$ cat config.mk
export PLATFORM = sky130hd
export DESIGN_NAME = resp_chk16
export DESIGN_NICKNAME = d
export VERILOG_FILES = /design/src/rtl/resp_chk16.sv
export SDC_FILE = /design/constraint.sdc
export NUM_CORES = 1
export LEC_CHECK = 0
export CAP_MARGIN = 20
export CORE_ASPECT_RATIO = 1.4
export CORE_MARGIN = 1.5
export CORE_UTILIZATION = 51
export CTS_BUF_LIST = sky130_fd_sc_hd__clkbuf_4
export DETAILED_ROUTE_END_ITERATION = 8
export PLACE_DENSITY_LB_ADDON = 0.3
export SETUP_SLACK_MARGIN = 0.3
export SYNTH_ARGS = -nofsm -noshare
export SYNTH_HDL_FRONTEND = slang
export SYNTH_SLANG_ARGS = --single-unit
$ cat constraint.sdc
create_clock -name clk -period 4.22 [get_ports clk]
set_input_delay 0.844 -clock clk [delete_from_list [all_inputs] [get_ports clk]]
set_output_delay 0.844 -clock clk [all_outputs]
set_load 0.01 [all_outputs]
$ cat src/rtl/resp_chk16.sv
// resp_chk16: sequential response checker for 16-bit gate benches.
// Consumes observed/expected pairs over valid/ready, counts vectors and
// mismatches, latches the first failing vector, and reports pass/fail
// once the beat flagged 'last' has been accepted.
//
// Optional feature macro: RESP_CHK16_SIG_EN
//   defined   -> 'sig' port and 16-bit response signature register exist
//   undefined -> no 'sig' port, no signature register
//
// Ports:
//   clk            in   rising-edge clock
//   rst_n          in   asynchronous active-low reset
//   start          in   one-cycle pulse: clear results, begin a run
//   in_valid       in   observed/expected pair present
//   in_ready       out  pair accepted this cycle (RUN and no start)
//   y              in   observed result [15:0]
//   exp            in   expected result [15:0]
//   last           in   current pair is the final vector of the run
//   done           out  run complete, results stable
//   pass           out  done with zero mismatches
//   vec_cnt        out  vectors accepted (saturating) [CNT_W-1:0]
//   err_cnt        out  mismatching vectors (saturating) [CNT_W-1:0]
//   first_err_idx  out  0-based index of first mismatch [CNT_W-1:0]
//   first_err_diff out  y ^ exp of first mismatch [15:0]
//   sig            out  response signature [15:0] (RESP_CHK16_SIG_EN only)

module resp_chk16 #(
    parameter int CNT_W = 8
) (
    input  logic             clk,
    input  logic             rst_n,
    input  logic             start,
    input  logic             in_valid,
    output logic             in_ready,
    input  logic [15:0]      y,
    input  logic [15:0]      exp,
    input  logic             last,
    output logic             done,
    output logic             pass,
    output logic [CNT_W-1:0] vec_cnt,
    output logic [CNT_W-1:0] err_cnt,
    output logic [CNT_W-1:0] first_err_idx,
    output logic [15:0]      first_err_diff
`ifdef RESP_CHK16_SIG_EN
    ,
    output logic [15:0]      sig
`endif
);

    typedef enum logic [1:0] {
        S_IDLE = 2'd0,
        S_RUN  = 2'd1,
        S_DONE = 2'd2
    } state_t;

    localparam logic [CNT_W-1:0] CNT_MAX  = '1;
    localparam logic [CNT_W-1:0] CNT_ZERO = '0;
    localparam logic [CNT_W-1:0] CNT_ONE  = CNT_W'(1);

    state_t            r_state;
    state_t            w_state_nxt;

    logic [CNT_W-1:0]  r_vec_cnt;
    logic [CNT_W-1:0]  r_err_cnt;
    logic [CNT_W-1:0]  r_first_idx;
    logic [15:0]       r_first_diff;
    logic              r_done;
    logic              r_pass;

    logic              w_ready;
    logic              w_accept;
    logic [15:0]       w_diff;
    logic              w_mis;
    logic              w_first;

    // A beat offered alongside start is dropped: start wins the cycle.
    assign w_ready  = (r_state == S_RUN) && !start;
    assign w_accept = in_valid && w_ready;
    assign w_diff   = y ^ exp;
    assign w_mis    = (w_diff != 16'h0000);
    // err_cnt saturates but never wraps to 0, so zero means no mismatch yet.
    assign w_first  = w_mis && (r_err_cnt == CNT_ZERO);

    // ---------------- state register ----------------
    always_ff @(posedge clk or negedge rst_n) begin
        if (!rst_n) begin
            r_state <= S_IDLE;
        end else begin
            r_state <= w_state_nxt;
        end
    end

    // ---------------- next-state logic ----------------
    always_comb begin
        w_state_nxt = r_state;
        if (start) begin
            w_state_nxt = S_RUN;
        end else begin
            unique case (r_state)
                S_IDLE: w_state_nxt = S_IDLE;
                S_RUN: begin
                    if (w_accept && last) begin
                        w_state_nxt = S_DONE;
                    end
                end
                S_DONE: w_state_nxt = S_DONE;
                default: w_state_nxt = S_IDLE;
            endcase
        end
    end

    // ---------------- counters and first-error capture ----------------
    always_ff @(posedge clk or negedge rst_n) begin
        if (!rst_n) begin
            r_vec_cnt    <= CNT_ZERO;
            r_err_cnt    <= CNT_ZERO;
            r_first_idx  <= CNT_ZERO;
            r_first_diff <= 16'h0000;
            r_done       <= 1'b0;
            r_pass       <= 1'b0;
        end else if (start) begin
            r_vec_cnt    <= CNT_ZERO;
            r_err_cnt    <= CNT_ZERO;
            r_first_idx  <= CNT_ZERO;
            r_first_diff <= 16'h0000;
            r_done       <= 1'b0;
            r_pass       <= 1'b0;
        end else if (w_accept) begin
            if (r_vec_cnt != CNT_MAX) begin
                r_vec_cnt <= r_vec_cnt + CNT_ONE;
            end
            if (w_mis && (r_err_cnt != CNT_MAX)) begin
                r_err_cnt <= r_err_cnt + CNT_ONE;
            end
            if (w_first) begin
                r_first_idx  <= r_vec_cnt;
                r_first_diff <= w_diff;
            end
            if (last) begin
                r_done <= 1'b1;
                // The final beat itself counts towards pass/fail.
                r_pass <= (r_err_cnt == CNT_ZERO) && !w_mis;
            end
        end
    end

`ifdef RESP_CHK16_SIG_EN
    logic [15:0] r_sig;
    logic [15:0] w_sig_nxt;

    // Shift-left LFSR step (taps 16'h1009) folded with the observed word.
    assign w_sig_nxt = {r_sig[14:0], 1'b0}
                     ^ (r_sig[15] ? 16'h1009 : 16'h0000)
                     ^ y;

    always_ff @(posedge clk or negedge rst_n) begin
        if (!rst_n) begin
            r_sig <= 16'hFFFF;
        end else if (start) begin
            r_sig <= 16'hFFFF;
        end else if (w_accept) begin
            r_sig <= w_sig_nxt;
        end
    end

    assign sig = r_sig;
`endif

    // ---------------- outputs ----------------
    assign in_ready       = w_ready;
    assign done           = r_done;
    assign pass           = r_pass;
    assign vec_cnt        = r_vec_cnt;
    assign err_cnt        = r_err_cnt;
    assign first_err_idx  = r_first_idx;
    assign first_err_diff = r_first_diff;

endmodule

==> results of run 1 <==
[worst max-delay path: stages]
cell and delay (ps):
clkdlybuf4s50_1 520, nor2b_1 160, clkdlybuf4s50_1 540
[worst paths after layout]
kind	start	end	slack [ps]	depth (start not counted)
max reg2reg	r_state[1]	first_err_diff[2]	1950	7
max	start	in_ready	1300	3
max in group asynchronous	rst_n	vec_cnt[1]	2990	1
min	done	done	540	2
min in group asynchronous	rst_n	r_state[1]	640	1
min reg2reg	done	done	540	2
[flip-flops by register name, indices dropped and copies added (netlist names)]
| register | count |
|---|---|
| done | 1 |
| err_cnt | 8 |
| first_err_diff | 16 |
| first_err_idx | 8 |
| pass | 1 |
| r_state | 2 |
| vec_cnt | 8 |
[metal layers]
metal	wire, um	track usage, %	up-vias	share of wire (%)
met3	214	4.673	9	3.8
met5	0	0	-	0
met2	2898	38.44	58	52
met1	2344	32.31	1006	42
li1	-	-	982	-
met4	116	8.687	0	2.1
[cell type report]
cell class	instances	area, sq um
fillers	325	1095
flip-flops and latches	44	1101
clock inverters	1	5.005
multi-input cells	160	1124
clock buffers	6	45.04
well taps	60	75.07
inverters	11	41.29
repair buffers	84	823.3
[power groups by stage]
stage	Sequential [mW]	Clock, mW	Combinational (mW)
after floorplan	0.474	0	0.0945
after global placement	0.467	0	0.205
after detailed placement	0.468	0	0.209
after CTS	0.460	0.202	0.209
after global routing	0.463	0.217	0.226
final	0.459	0.196	0.207
[placed cells by master (no fill, tap or decap), types with 3 or more instances in the layout]
cell type / instances
nand4_1: 8
o21ai_1: 5
dfrtp_1: 44
xnor2_1: 21
nor2_1: 16
or4_1: 3
inv_1: 11
o211ai_1: 24
nand3_1: 8
a21oi_1: 5
nand2_1: 16
clkdlybuf4s50_1: 78
o21ai_2: 20
clkbuf_4: 6
ha_1: 4
buf_4: 5
and2_1: 3
[stage by stage]
stage | total power [mW] | util, % | hold slack [ps] | setup slack, ps
CTS | 0.8712 | 74.59 | 544.9 | 1294
global placement | 0.6716 | 73.43 | 502.2 | 1190
finish | 0.8618 | 74.59 | 536.1 | 1302
floorplan | 0.5690 | - | 482.7 | 1859
detailed placement | 0.6763 | 73.43 | 512.7 | 1084
global route | 0.9059 | 74.59 | 571.1 | 1269
[logic make-up after synthesis]
kind of cell	Yosys count	synth area share [%]
AO/OA/AOI/OAI	63	20.51
AND/OR/NAND/NOR	67	15.10
multiplexers	4	1.821
adder cells (fa/ha/maj)	4	2.143
buffers and inverters	26	5.035
XOR/XNOR	22	8.249
flip-flops	44	47.13
==> flow_summary.toml, run 1 <==
[power]
powerDensity_nw_per_um2 = 268.1
p_clk_share_pct = 22.7
p_int_mw = 0.6146
leakage_nw = 1.286
p_seq_share_pct = 53.3
p_sw_share_pct = 28.68
p_switching_mw = 0.2471
share_comb_of_total_power_pct = 24.0
peakVddDrop_mv = 0.1768

[floorplan]
core-area_sq_um = 4309
initial_core_util_pct = 54.21
pin_count = 80
die_y_um = 83.08
dieArea_sq_um = 5001
die_x_um = 60.20
rows = 28

[logic_synthesis]
yosys.area.top_type = "dfrtp_1"
seq_area_frac_synth_pct = 47.13
netlist.area_leader.share_pct = 47.13
ys_top_cells_by_count = "dfrtp_1 (44), o211ai_1 (24), xnor2_1 (21)"
yosysWarnings = 0
synthesis.instances = 230
synth-async-reset-ratio_pct = 100.0
yosys-top-cells-area = "dfrtp_1 (47%), xnor2_1 (7.9%), o211ai_1 (7.7%), o21ai_2 (7.5%), nand2_1 (2.6%)"
synth_edf_count = 0
syn_nets = 271
ys.flop_type = "dfrtp_1"
syn_area_per_cell_sq_um = 10.16
ys_seq_elements = 44
yosysUniqueCellTypes = 39
synthMostInstantiatedCell = "dfrtp_1"
synth_area_sq_um = 2336

[detailed_routing]
ant_nets = 0
viasPerCell = 5.615
drtPass1Iterations = 4
vias = 2055
drt_drc_violations_left = 0
wl_per_cell_um = 15.23
first_iter_violations = 96
drt_wl_total_um = 5574

[global_route]
grt_usage_pct = 24.24
first_global_vias = 2013
antenna_found_initial = 0
grt_pass1_wl_um = 9349
grt_max_degree = 45
grt_overflow = 0

[layout]
final_area_sq_um = 3214
area_growth_pct = 37.60
fin_nets = 347
antenna_cells = 0
drive_above_1_share_pct = 12.09
final_cells = 366

[clock_tree]
insertion_delay_ps = 340
cts_tree = "built"
postCtsHoldBufs = 0
path_clk_slew_ps = 120
h-tree-depth = 2
numCtsBuffers = 5
numClockSinks = 44
postCtsSetupBuffers = 0
clock-root-buffer = "clkbuf_4"
cts.path.max_buffers = 2
cts.repair.resized = 0

[timing]
finalCritPeriodShare_pct = 69.15
fin_crit_ps = 2918
relSlewSlack_pct = 34.42
maxSlewViolCount = 0
tightest_slew_ps = 958.9
rsz0062_at_grt = "no"
fin_setup_tns_ps = 0
final_hold_viol_count = 0
setup_viol = 0
fmax_ghz = 0.3427
clock_skew_ps = 6.953

[placement]
dp_cells = 359
placed_cell_area_sq_um = 3164
dp_hpwl_um = 4011
gp_congestion = 0.8440
port_buffers = 79

[worst_setup_path]
path_max_fanout = 6
required_ps = 3380
crit_type = "primary input to primary output"
cp_data_arrival_time_ps = 2070
start_kind = "primary input"
worstSetupEndpointType = "primary output"

[job]
max_cap_viol_count = 0

[hold_path]
min_path_type = "register to register"

[outcome]
status = "complete, no violations"
No activity file was read; power rests on OpenSTA's default activity.
==> inputs of run 2 (changes only) <==
--- a/config.mk
+++ b/config.mk
@@ -8,7 +8,7 @@
 export CAP_MARGIN = 20
 export CORE_ASPECT_RATIO = 1.4
 export CORE_MARGIN = 1.5
-export CORE_UTILIZATION = 51
+export CORE_UTILIZATION = 47
 export CTS_BUF_LIST = sky130_fd_sc_hd__clkbuf_4
 export DETAILED_ROUTE_END_ITERATION = 8
 export PLACE_DENSITY_LB_ADDON = 0.3
==> constraint.sdc (replaced) <==
create_clock -name clk -period 2.8 [get_ports clk]
set_input_delay 0.56 -clock clk [delete_from_list [all_inputs] [get_ports clk]]
set_output_delay 0.56 -clock clk [all_outputs]
set_load 0.01 [all_outputs]
==> flow_summary.toml, run 2 (synthesis results as in run 1) <==
[floorplan]
rows = 30
dieArea_sq_um = 5408
pin_count = 80
die_y_um = 86.42
die_x_um = 62.59
initial_core_util_pct = 48.62
core-area_sq_um = 4805

[timing]
final_hold_viol_count = 0
relSlewSlack_pct = 63.04
tightest_slew_ps = 551.8
rsz0062_at_grt = "no"
fmax_ghz = 0.4331
maxSlewViolCount = 0
fin_setup_tns_ps = 0
setup_viol = 0
fin_crit_ps = 2309
clock_skew_ps = 4.005
finalCritPeriodShare_pct = 82.47

[power]
p_clk_share_pct = 23.6
p_seq_share_pct = 52.2
p_sw_share_pct = 29.35
peakVddDrop_mv = 0.3187
powerDensity_nw_per_um2 = 402.1
share_comb_of_total_power_pct = 24.2
total_power_mw = 1.326
p_int_mw = 0.9369
leakage_nw = 1.328
p_switching_mw = 0.3892

[worst_setup_path]
reg2reg_slack_ps = 530
worstSetupEndpointType = "register"
start_kind = "primary input"
worstPathCellList = "clkdlybuf4s50_1, xnor2_1, nand4_1, nor4_2, buf_4, nor2_1, mux2_1"
reg2reg_from = "err_cnt[0]"
cp_slowest_cell = "nor4_2"
cp_data_arrival_time_ps = 2560
required_ps = 3050
crit_type = "primary input to register"
max_stage_delay_ps = 490
worst_r2r_path_depth = 7
path_max_fanout = 9
rr_endpoint = "first_err_diff[3]"

[layout]
drive_above_1_share_pct = 14.01
final_common_cell = "clkdlybuf4s50_1"
largest_reg_flops = 16
final_area_sq_um = 3298
antenna_cells = 0
fin_nets = 354
layout_common_cells = "clkdlybuf4s50_1 (78), dfrtp_1 (44), o211ai_1 (24)"
area_growth_pct = 41.19

[clock_tree]
cts.path.max_buffers = 2
h-tree-depth = 2
numClockSinks = 44
postCtsSetupBuffers = 0
clock-root-buffer = "clkbuf_4"
insertion_delay_ps = 360
path_clk_slew_ps = 130
cts.repair.resized = 0
cts_tree = "built"
postCtsHoldBufs = 0
numCtsBuffers = 5

[global_route]
first_global_vias = 1999
grt_max_degree = 45
antenna_found_initial = 0
grt_pass1_wl_um = 9480
grt_usage_pct = 22.18
grt_overflow = 0

[outcome]
status = "complete, no violations"

[detailed_routing]
drt_drc_violations_left = 0
drt_wl_total_um = 5654
wl_per_cell_um = 14.96
vias = 2062
viasPerCell = 5.455
drtPass1Iterations = 4
first_iter_violations = 110
ant_nets = 0

[placement]
gp_congestion = 0.8686
port_buffers = 79
dp_hpwl_um = 4223
placed_cell_area_sq_um = 3214

[hold_path]
min_path_type = "primary input to asynchronous set/reset pin"

[job]
max_cap_viol_count = 0
## run 2: cell types whose count changed in the layout (fill, tap and decap cells not counted)
cell | before | now
buf_4 | 5 | 11
clkinv_2 | 1 | 0
clkinvlp_4 | 0 | 1
buf_16 | 0 | 1
clkinv_1 | 0 | 1
## run 2: worst max-delay path, delay by kind of cell
family	cells	cell delay [ps]
and+or+nand+nor	3	750
muxes	1	320
xor gates and xnor gates	1	280
buffers and inverters	2	650
## run 2: worst max path at each step
stage / endpoint / slack, ps / from / cells after the start
floorplan: first_err_idx[7] / 670 / r_state[1] / 10
global placement: err_cnt[0] / 190 / exp[11] / 7
detailed placement: err_cnt[0] / 130 / exp[11] / 7
CTS: in_ready / 490 / r_state[1] / 4
global route: err_cnt[0] / 340 / exp[11] / 7
finish: err_cnt[0] / 490 / exp[11] / 7
## run 2: metal layers
metal / share of wire, % / track usage, % / vias to the layer above
met2: 54 / 40.76 / 59
met4: 1.3 / 6.869 / 0
met5: 0 / 0 / -
li1: - / - / 991
met3: 4.8 / 3.896 / 6
met1: 40 / 26.40 / 1006
## run 2: area by class of cell
cell class	instances	area, sq um
Sequential cell	44	1101
Timing Repair Buffer	91	895.9
Clock buffer	6	45.04
Multi-Input combinational cell	160	1124
Tap cell	64	80.08
Inverter	11	41.29
Clock inverter	2	11.26
Fill cell	417	1506
## run 2: power groups by stage
stage                     clock, mW  sequential [mW]  combinational (mW)
after floorplan                   0            0.715               0.142
after global placement            0            0.703               0.314
after detailed placement          0            0.704               0.319
after CTS                     0.322            0.692               0.321
after global routing          0.355            0.697               0.348
final                         0.313            0.692               0.322
## run 2: per-stage QoR
stage / std cells / hold WS [ps] / setup slack, ps / util [%]
after detailed placement: 369 / 488.2 / 127.5 / 66.90
after floorplan: 230 / 264.4 / 666.8 / -
after global placement: 369 / 493.6 / 191.3 / 66.90
final: 378 / 162.6 / 490.8 / 68.65
after CTS: 377 / 373.9 / 490.1 / 68.07
after global routing: 378 / 177.1 / 337.5 / 68.65
==> inputs of run 3 (changes only) <==
--- a/config.mk
+++ b/config.mk
@@ -8,7 +8,7 @@
 export CAP_MARGIN = 20
 export CORE_ASPECT_RATIO = 1.4
 export CORE_MARGIN = 1.5
-export CORE_UTILIZATION = 47
+export CORE_UTILIZATION = 42
 export CTS_BUF_LIST = sky130_fd_sc_hd__clkbuf_4
 export DETAILED_ROUTE_END_ITERATION = 8
 export PLACE_DENSITY_LB_ADDON = 0.3
==> constraint.sdc (replaced) <==
create_clock -name clk -period 2 [get_ports clk]
set_input_delay 0.4 -clock clk [delete_from_list [all_inputs] [get_ports clk]]
set_output_delay 0.4 -clock clk [all_outputs]
set_load 0.01 [all_outputs]
==> flow_summary.toml, run 3 (synthesis results as in run 1) <==
[outcome]
status = "complete, but fails checks"
violations = "setup timing"

[timing]
fmax_ghz = 0.4800
relSlewSlack_pct = 61.83
clock_skew_ps = 10.20
tightest_slew_ps = 572.5
maxSlewViolCount = 0
rsz0062_at_grt = "yes"
hold_slack_ps = 23.85
final_hold_viol_count = 0
setup_viol = 24
finalCritPeriodShare_pct = 104.2
fin_ws_ps = -83.20
fin_crit_ps = 2083

[floorplan]
die_x_um = 66.03
initial_core_util_pct = 44.28
rows = 31
core-area_sq_um = 5275
dieArea_sq_um = 6025
die_y_um = 91.24
pin_count = 80

[detailed_routing]
drt_wl_total_um = 7298
first_iter_violations = 93
drtPass1Iterations = 4
wl_per_cell_um = 16.74
ant_nets = 0
drt_drc_violations_left = 0
vias = 2379
viasPerCell = 5.456

[global_route]
grt_overflow = 0
antenna_found_initial = 0
first_global_vias = 2373
grt_pass1_wl_um = 11720
grt_usage_pct = 25.13
grt_max_degree = 32

[clock_tree]
clock-root-buffer = "clkbuf_4"
numClockSinks = 44
cts_tree = "built"
cts.path.max_buffers = 2
postCtsHoldBufs = 0
insertion_delay_ps = 350
h-tree-depth = 2
numCtsBuffers = 5
path_clk_slew_ps = 140

[worst_setup_path]
crit_type = "register to register"
worstSetupEndpointType = "register"
required_ps = 2290
path_max_fanout = 6
start_kind = "register"
cp_data_arrival_time_ps = 2370

[job]
max_cap_viol_count = 0

[layout]
area_growth_pct = 75.52
antenna_cells = 0
final_cells = 436
drive_above_1_share_pct = 38.92
final_common_cell = "buf_4"
postLayoutCoreUtil_pct = 77.73
largest_reg_flops = 16
n_fill_cell = 358
fin_nets = 410
multiInputGateArea_sq_um = 1503
layout_common_cells = "buf_4 (55), dfrtp_1 (43), dlygate4sd2_1 (43)"
area.sequential_sq_um = 1102

[hold_path]
min_path_type = "primary input to asynchronous set/reset pin"

[power]
leakage_nw = 2.326
powerDensity_nw_per_um2 = 500.7
peakVddDrop_mv = 0.3485
total_power_mw = 2.053

[placement]
dp_cells = 398
dp_hpwl_um = 4573
gp_congestion = 0.8723
port_buffers = 79
dp_slack_ps = -419.4
-- run 3: cell types whose count changed in the layout (fill, tap and decap cells not counted), sizes merged --
cell and delta:
clkbuf -1, clkinvlp -1, dlymetal6s2s +27, dlygate4sd2 +43, or3 +3, buf +54, clkdlybuf4s15 +1, clkinv +2
clkdlybuf4s50 -72
-- run 3: critical path, stage by stage, from the launching register on --
cell and delay, ps:
dfrtp_2 430, inv_2 80, ha_4 120, nor4b_4 170, nand2_1 120, or4_4 480, or3_4 450, o21ai_2 150
-- run 3: routing by layer --
| layer | vias up | part of all wire, % | global-route usage (%) |
|---|---|---|---|
| met5 | - | 0 | 0 |
| met4 | 0 | 1.7 | 6.122 |
| met3 | 15 | 3.9 | 3.470 |
| met2 | 68 | 55 | 44.61 |
| met1 | 1185 | 39 | 31.71 |
| li1 | 1111 | - | - |
-- run 3: cell type report --
type                    instances  area share [%]
flip-flops and latches         44           26.88
repair buffers                144           32.19
clock buffers                   5          0.9155
well taps                      66           2.014
clock inverters                 3          0.3357
inverters                      11           1.007
multi-input cells             163           36.65
-- run 3: worst paths after layout --
check / startpoint / to / cells past startpoint / slack (ps)
hold reg to reg: done / done / 2 / 530
min in group clk: exp[9] / first_err_diff[9] / 3 / 490
setup reg to reg: err_cnt[0] / first_err_diff[2] / 7 / -80
hold / removal: rst_n / first_err_idx[0] / 1 / 20
setup / recovery: err_cnt[0] / first_err_diff[2] / 7 / -80
max in group asynchronous: rst_n / err_cnt[0] / 2 / 1390
-- run 3: repair_timing --
item | CTS | global route
endpoints found under the setup margin | 55 | 67
pin swaps | 30 | 16
gates cloned | 4 | 0
setup buffers | 19 | 7
gates resized for setup | 84 | 42
-- run 3: report_power, final --
part | internal (mW) | leakage [nW] | total [mW] | switching [mW]
Clock | 0.130 | 0.0324 | 0.430 | 0.300
Sequential | 0.936 | 0.603 | 0.964 | 0.0282
Combinational | 0.350 | 1.69 | 0.659 | 0.309
-- run 3: per-stage QoR --
stage / area [sq um] / TNS, ps
floorplan: 2500 / -2163
global placement: 3566 / -10600
detailed placement: 3566 / -11080
CTS: 3900 / -1054
global route: 4100 / -2564
finish: 4100 / -1070
==> RTL edit 1: new RTL, settings of run 2 <==
`CNT_W`: 8 -> 6.
--- a/src/rtl/resp_chk16.sv
+++ b/src/rtl/resp_chk16.sv
@@ -25,7 +25,7 @@
 //   sig            out  response signature [15:0] (RESP_CHK16_SIG_EN only)
 
 module resp_chk16 #(
-    parameter int CNT_W = 8
+    parameter int CNT_W = 6
 ) (
     input  logic             clk,
     input  logic             rst_n,
Ports: changed (resized err_cnt, first_err_idx and vec_cnt); port bits go from 80 to 74. The function was not compared with the original's and may differ.
==> RTL edit 1 against run 2 <==
  * Cell area decreased by 13%
  * Utilization increased by 4.9 points
  * Total power grew 7.0%
  * Sequential power shrank 8.4%
  * Synthesized cell count down 23%
  * Sequential cell count decreased by 6
  * Critical endpoint is now in_ready
  * Hold slack better by 0.12 ns
  * Fmax increased by 4.7%
  * Synthesized area decreased by 18%
  * Setup slack better by 0.10 ns
  * Die area shrank 17%
  * Routed wire length is 18% lower
  * Non-clock buffer count decreased by 1
==> RTL edit 1: results (changes against run 2) <==
layout cells sized above 1=0.130 (-0.0100); CP Max Fanout=19 (+10); input/output buffers=73 (-7.6%); met1 Use GR=0.244 (-0.0204); Final Instance Count excl. Fillers=312 (-17%); synthesized netlist cell count=178 (-23%); fin nets=309 (-13%); max incr delay on CP=0.47 ns (-0.02 ns); setup slack, reg-to-reg=0.72 ns (+0.19 ns); post-synthesis sequential area ratio=0.494 (+0.0225); critical path's slowest cell=clkdlybuf4s50_1; Iteration-0 DRC Markers=54 (-51%); CP arrival=1.65 ns (-0.91 ns); Setup Skew=0.0195 ns (+0.0155 ns); CP top delay family=buffers and inverters; internal power=1.01 mW (+7.4%); wire per inst=14.8 µm (-1.0%); number of fill cells=289 (-31%); synth unique cells=30 (-23%); DR vias=1652 (-20%); max frequency=0.454 GHz (+4.7%); dpl cells=296 (-20%); first-pass GRT wire length=7450 µm (-21%); Lkg Pwr=1.20 nW (-9.4%); total track usage=0.214 (-0.00793); number of global-route vias before repair=1626 (-19%); outcome=complete, no violations; dpl cell area=2740 µm² (-15%); most frequent cells after synthesis=38 x dfrtp_1, 27 x nand2_1, 19 x mux2i_1; Slew headroom=0.449 (-0.181); met3 usage in global routing=0.0570 (+0.0180); RePlAce Congestion=0.807 (-7.1%); DP HPWL=3280 µm (-22%); Setup WS pre-CTS=-0.0602 ns (-0.188 ns); M2 GR Usage=0.371 (-0.0364); maximum vdd drop=0.000385 V (+21%)
RTL edit 1: cell types whose count changed in the layout (fill, tap and decap cells not counted), moves of 5 or more:
cell	change
o211ai_1	-24
o21ai_2	-20
mux2i_1	+17
nand2_1	+11
clkdlybuf4s50_1	-7
buf_4	+6
dfrtp_1	-6
inv_1	-6
nand3_1	-5
nor2_1	-5
nor2b_1	+5
o21ai_1	-5
RTL edit 1: kinds of logic (layout without fill, tap and decap cells):
group / Yosys count / count (layout) / synth area share
xor gates and xnor gates: 21 / 21 / 0.0955
adders and majority gates: 4 / 4 / 0.0260
muxes: 25 / 25 / 0.142
and+or+nand+nor: 64 / 64 / 0.164
DFF: 38 / 38 / 0.494
buffers and inverters: 12 / 103 / 0.0286
AOI/OAI and AO/OA: 14 / 14 / 0.0507
RTL edit 1: per-stage QoR:
stage	total power, mW	TNS, ns	hold slack (ns)
after floorplan	0.813	0	0.264
after global placement	1.01	-0.00190	0.508
after detailed placement	1.02	-0.286	0.515
after CTS	1.41	0	0.291
after global routing	1.49	0	0.331
final	1.42	0	0.278
RTL edit 1: worst paths after layout:
check                             end        from  cells past startpoint
max                          in_ready       start                      4
min                        err_cnt[0]       rst_n                      1
max reg2reg                vec_cnt[4]  r_state[1]                      8
min reg2reg                      done        done                      2
max in group asynchronous  vec_cnt[1]       rst_n                      1
min in group clk                 done        done                      2
RTL edit 1: metal layers:
layer,up-vias,share of wire
met1,791,0.39
met2,55,0.53
met3,10,0.053
li1,796,-
met4,0,0.027
met5,-,0
RTL edit 1: cell type report:
| type | count | area [µm²] | share of cell area |
|---|---|---|---|
| inverters | 5 | 18.8 | 0.00651 |
| repair buffers | 90 | 852 | 0.295 |
| clock inverters | 3 | 45.0 | 0.0156 |
| multi-input cells | 128 | 926 | 0.321 |
| well taps | 43 | 53.8 | 0.0187 |
| clock buffers | 5 | 37.5 | 0.0130 |
| flip-flops and latches | 38 | 951 | 0.330 |
RTL edit 1: repair_timing:
action,4_1_cts,5_1_grt
endpoints found under the setup margin,1,8
gates cloned,0,0
resized for setup,1,0
buffers inserted,0,8
pin swaps,0,1
RTL edit 1: power groups by stage:
stage | sequential [mW] | clock (mW) | combinational (mW)
2_1_floorplan | 0.659 | 0 | 0.154
3_3_place_gp | 0.643 | 0 | 0.368
3_5_place_dp | 0.644 | 0 | 0.376
4_1_cts | 0.634 | 0.401 | 0.375
5_1_grt | 0.642 | 0.426 | 0.421
6_report | 0.634 | 0.392 | 0.392
==> RTL edit 2: new RTL, flow settings as in run 2 <==
Without the edit above. The 3 states of `state_t` get a one-hot encoding in 3 bits.
--- a/src/rtl/resp_chk16.sv
+++ b/src/rtl/resp_chk16.sv
@@ -47,10 +47,10 @@
 `endif
 );
 
-    typedef enum logic [1:0] {
-        S_IDLE = 2'd0,
-        S_RUN  = 2'd1,
-        S_DONE = 2'd2
+    typedef enum logic [2:0] {
+        S_IDLE = 3'b001,
+        S_RUN  = 3'b010,
+        S_DONE = 3'b100
     } state_t;
 
     localparam logic [CNT_W-1:0] CNT_MAX  = '1;
Function: no difference found for any inputs over 10 cycles, from zero or initial values and one cycle with rst_n low; not proved beyond that.
==> RTL edit 2 against run 2 <==
  * Setup slack gained 0.040 ns
  * Via count is 2.0% lower
  * Fmax rose by 1.7%
  * Routed wire length decreased by 1.4%
  * Synthesized area down 3.6%
  * Count of clock-buffer cells in the layout unchanged
  * Clock skew rose by 0.013 ns
  * Combinational power increased by 17%
  * Total power increased by 15%
  * Register-to-register slack improved by 0.33 ns
  * Largest power group unchanged
  * Critical path type is now register to output pin
  * Critical path depth down 4
  * Cell area fell by 2.9%
  * Sequential cell count up 1
==> RTL edit 2: results (changes against run 2) <==
layout cells sized above 1=0.0865 (-0.0536); Synthesis Warnings=0 (unchanged); input/output buffers=79 (unchanged); CP Max Fanout=4 (-5); Lkg Pwr=1.27 nW (-4.0%); r2r startpoint=err_cnt[2]; critical path's slowest cell=clkdlybuf4s50_1; Slew headroom=0.750 (+0.120); Final Hold Violating Endpoints=0 (unchanged); worst-case reg-to-reg path depth=7 (unchanged); R2R Path End=first_err_diff[7]; post-CTS setup repair buffer count=0 (unchanged); pin count of the biggest net entering global routing=46 (+2.2%); length of routed met2 wiring=3080 µm (+0.98%); first-pass GRT wire length=9290 µm (-2.0%); HP Class=input port to asynchronous set/reset pin; outcome=complete, no violations; Clk Latency, worst-skew pair=0.37 ns; synth unique cells=39 (unchanged); Setup WS pre-CTS=0.317 ns (+0.190 ns); Iteration-0 DRC Markers=102 (-7.3%); max reg flops=16 (unchanged); CP arrival=1.71 ns (-0.85 ns); clk slew on worst S/H paths=0.12 ns; number of global-route vias before repair=1990 (-0.45%); fin nets=351 (-0.85%); setup slack, reg-to-reg=0.86 ns (+0.33 ns); Residual DRC=0 (unchanged); DR vias=2020 (-2.0%); initial antenna violation count=0 (unchanged); max layer used=met4; Ant. Diodes=0 (unchanged); M1 WL=2040 µm (-9.5%); Setup Skew=0.0169 ns (+0.0129 ns); Synth area leaders=dfrtp_1 49%, xnor2_1 7.8%, nand2_1 4.3%; max incr delay on CP=0.52 ns (+0.03 ns); Num CTS Buffers=5 (unchanged); most frequent cells after synthesis=44 x dfrtp_1, 26 x nand2_1, 20 x nor2_1, 20 x xnor2_1, 19 x nand3_1; Synthesized Nets=269 (-0.74%); post-synthesis sequential area ratio=0.501 (+0.0292); Initial Utilization=0.493 (+0.00641); total track usage=0.235 (+0.0127); metal3 WL=292 µm (+8.1%); Async SR Flop Fraction=1.00 (unchanged); DP HPWL=4140 µm (-1.9%); CP top delay family=buffers and inverters; maximum vdd drop=0.000330 V (+3.6%); worst-case clock buffer depth=2 (unchanged); Pre-Repair DR Iteration Count=4 (unchanged); RePlAce Congestion=0.840 (-3.3%); H-tree Lvls=2 (unchanged); wire per inst=14.9 µm (-0.31%); CTS root buffer=clkbuf_4
[RTL edit 2: cell types whose count changed in the layout (fill, tap and decap cells not counted), moves of 8 or more]
cell / before / now
buf_4: 11 / 3
o211ai_1: 24 / 0
nand3_1: 8 / 19
nand2_1: 16 / 26
o21ai_0: 0 / 16
o21ai_2: 20 / 0
a21oi_1: 5 / 15
[RTL edit 2: power by group]
part	leakage (nW)	total [mW]	switching, mW	internal, mW
combinational	0.614	0.376	0.180	0.196
sequential	0.615	0.739	0.0407	0.698
clock	0.0456	0.410	0.213	0.197
[RTL edit 2: per-layer routing]
metal / global-route usage / vias to the layer above
li1: - / 957
met1: 0.274 / 979
met2: 0.403 / 70
met3: 0.0534 / 14
met4: 0.0890 / 0
met5: 0 / -
[RTL edit 2: cell type report]
cell class              instances  area (µm²)
fillers                       383        1370
flip-flops and latches         45        1130
multi-input cells             169        1040
repair buffers                 85         858
well taps                      62        77.6
clock buffers                   6        45.0
clock inverters                 2        35.0
inverters                       5        18.8
[RTL edit 2: how the worst max path moves through the flow]
stage	endpoint	startpoint	slack (ns)	cells after the start
3_5_place_dp	first_err_idx[1]	exp[15]	0.32	8
3_3_place_gp	first_err_idx[1]	exp[15]	0.37	8
2_1_floorplan	first_err_diff[13]	exp[14]	0.98	6
5_1_grt	in_ready	r_state[2]	0.44	3
6_report	in_ready	r_state[2]	0.53	3
4_1_cts	in_ready	r_state[2]	0.52	3
[RTL edit 2: cells by family after synthesis]
kind of cell	share of synthesized area
and+or+nand+nor	0.216
muxes	0.00889
DFF	0.501
AOI/OAI and AO/OA	0.132
adders and majority gates	0.0167
xor gates and xnor gates	0.0894
buffers and inverters	0.0372
[RTL edit 2: repair_timing]
| item | 4_1_cts | 5_1_grt |
|---|---|---|
| hold buffers | 0 | 1 |
| gates resized for setup | 0 | 0 |
| hold endpoints to repair | 0 | 2 |
[RTL edit 2: metrics by stage]
stage / power (mW) / hold slack (ns) / instances / area, µm² / util
6_report: 1.52 / 0.512 / 374 / 3200 / 0.701
5_1_grt: 1.61 / 0.516 / 374 / 3200 / 0.701
4_1_cts: 1.53 / 0.368 / 372 / 3170 / 0.694
3_5_place_dp: 1.12 / 0.500 / 364 / 3090 / 0.677
3_3_place_gp: 1.11 / 0.475 / 364 / 3090 / 0.677
2_1_floorplan: 0.936 / 0.264 / 229 / 2250 / -
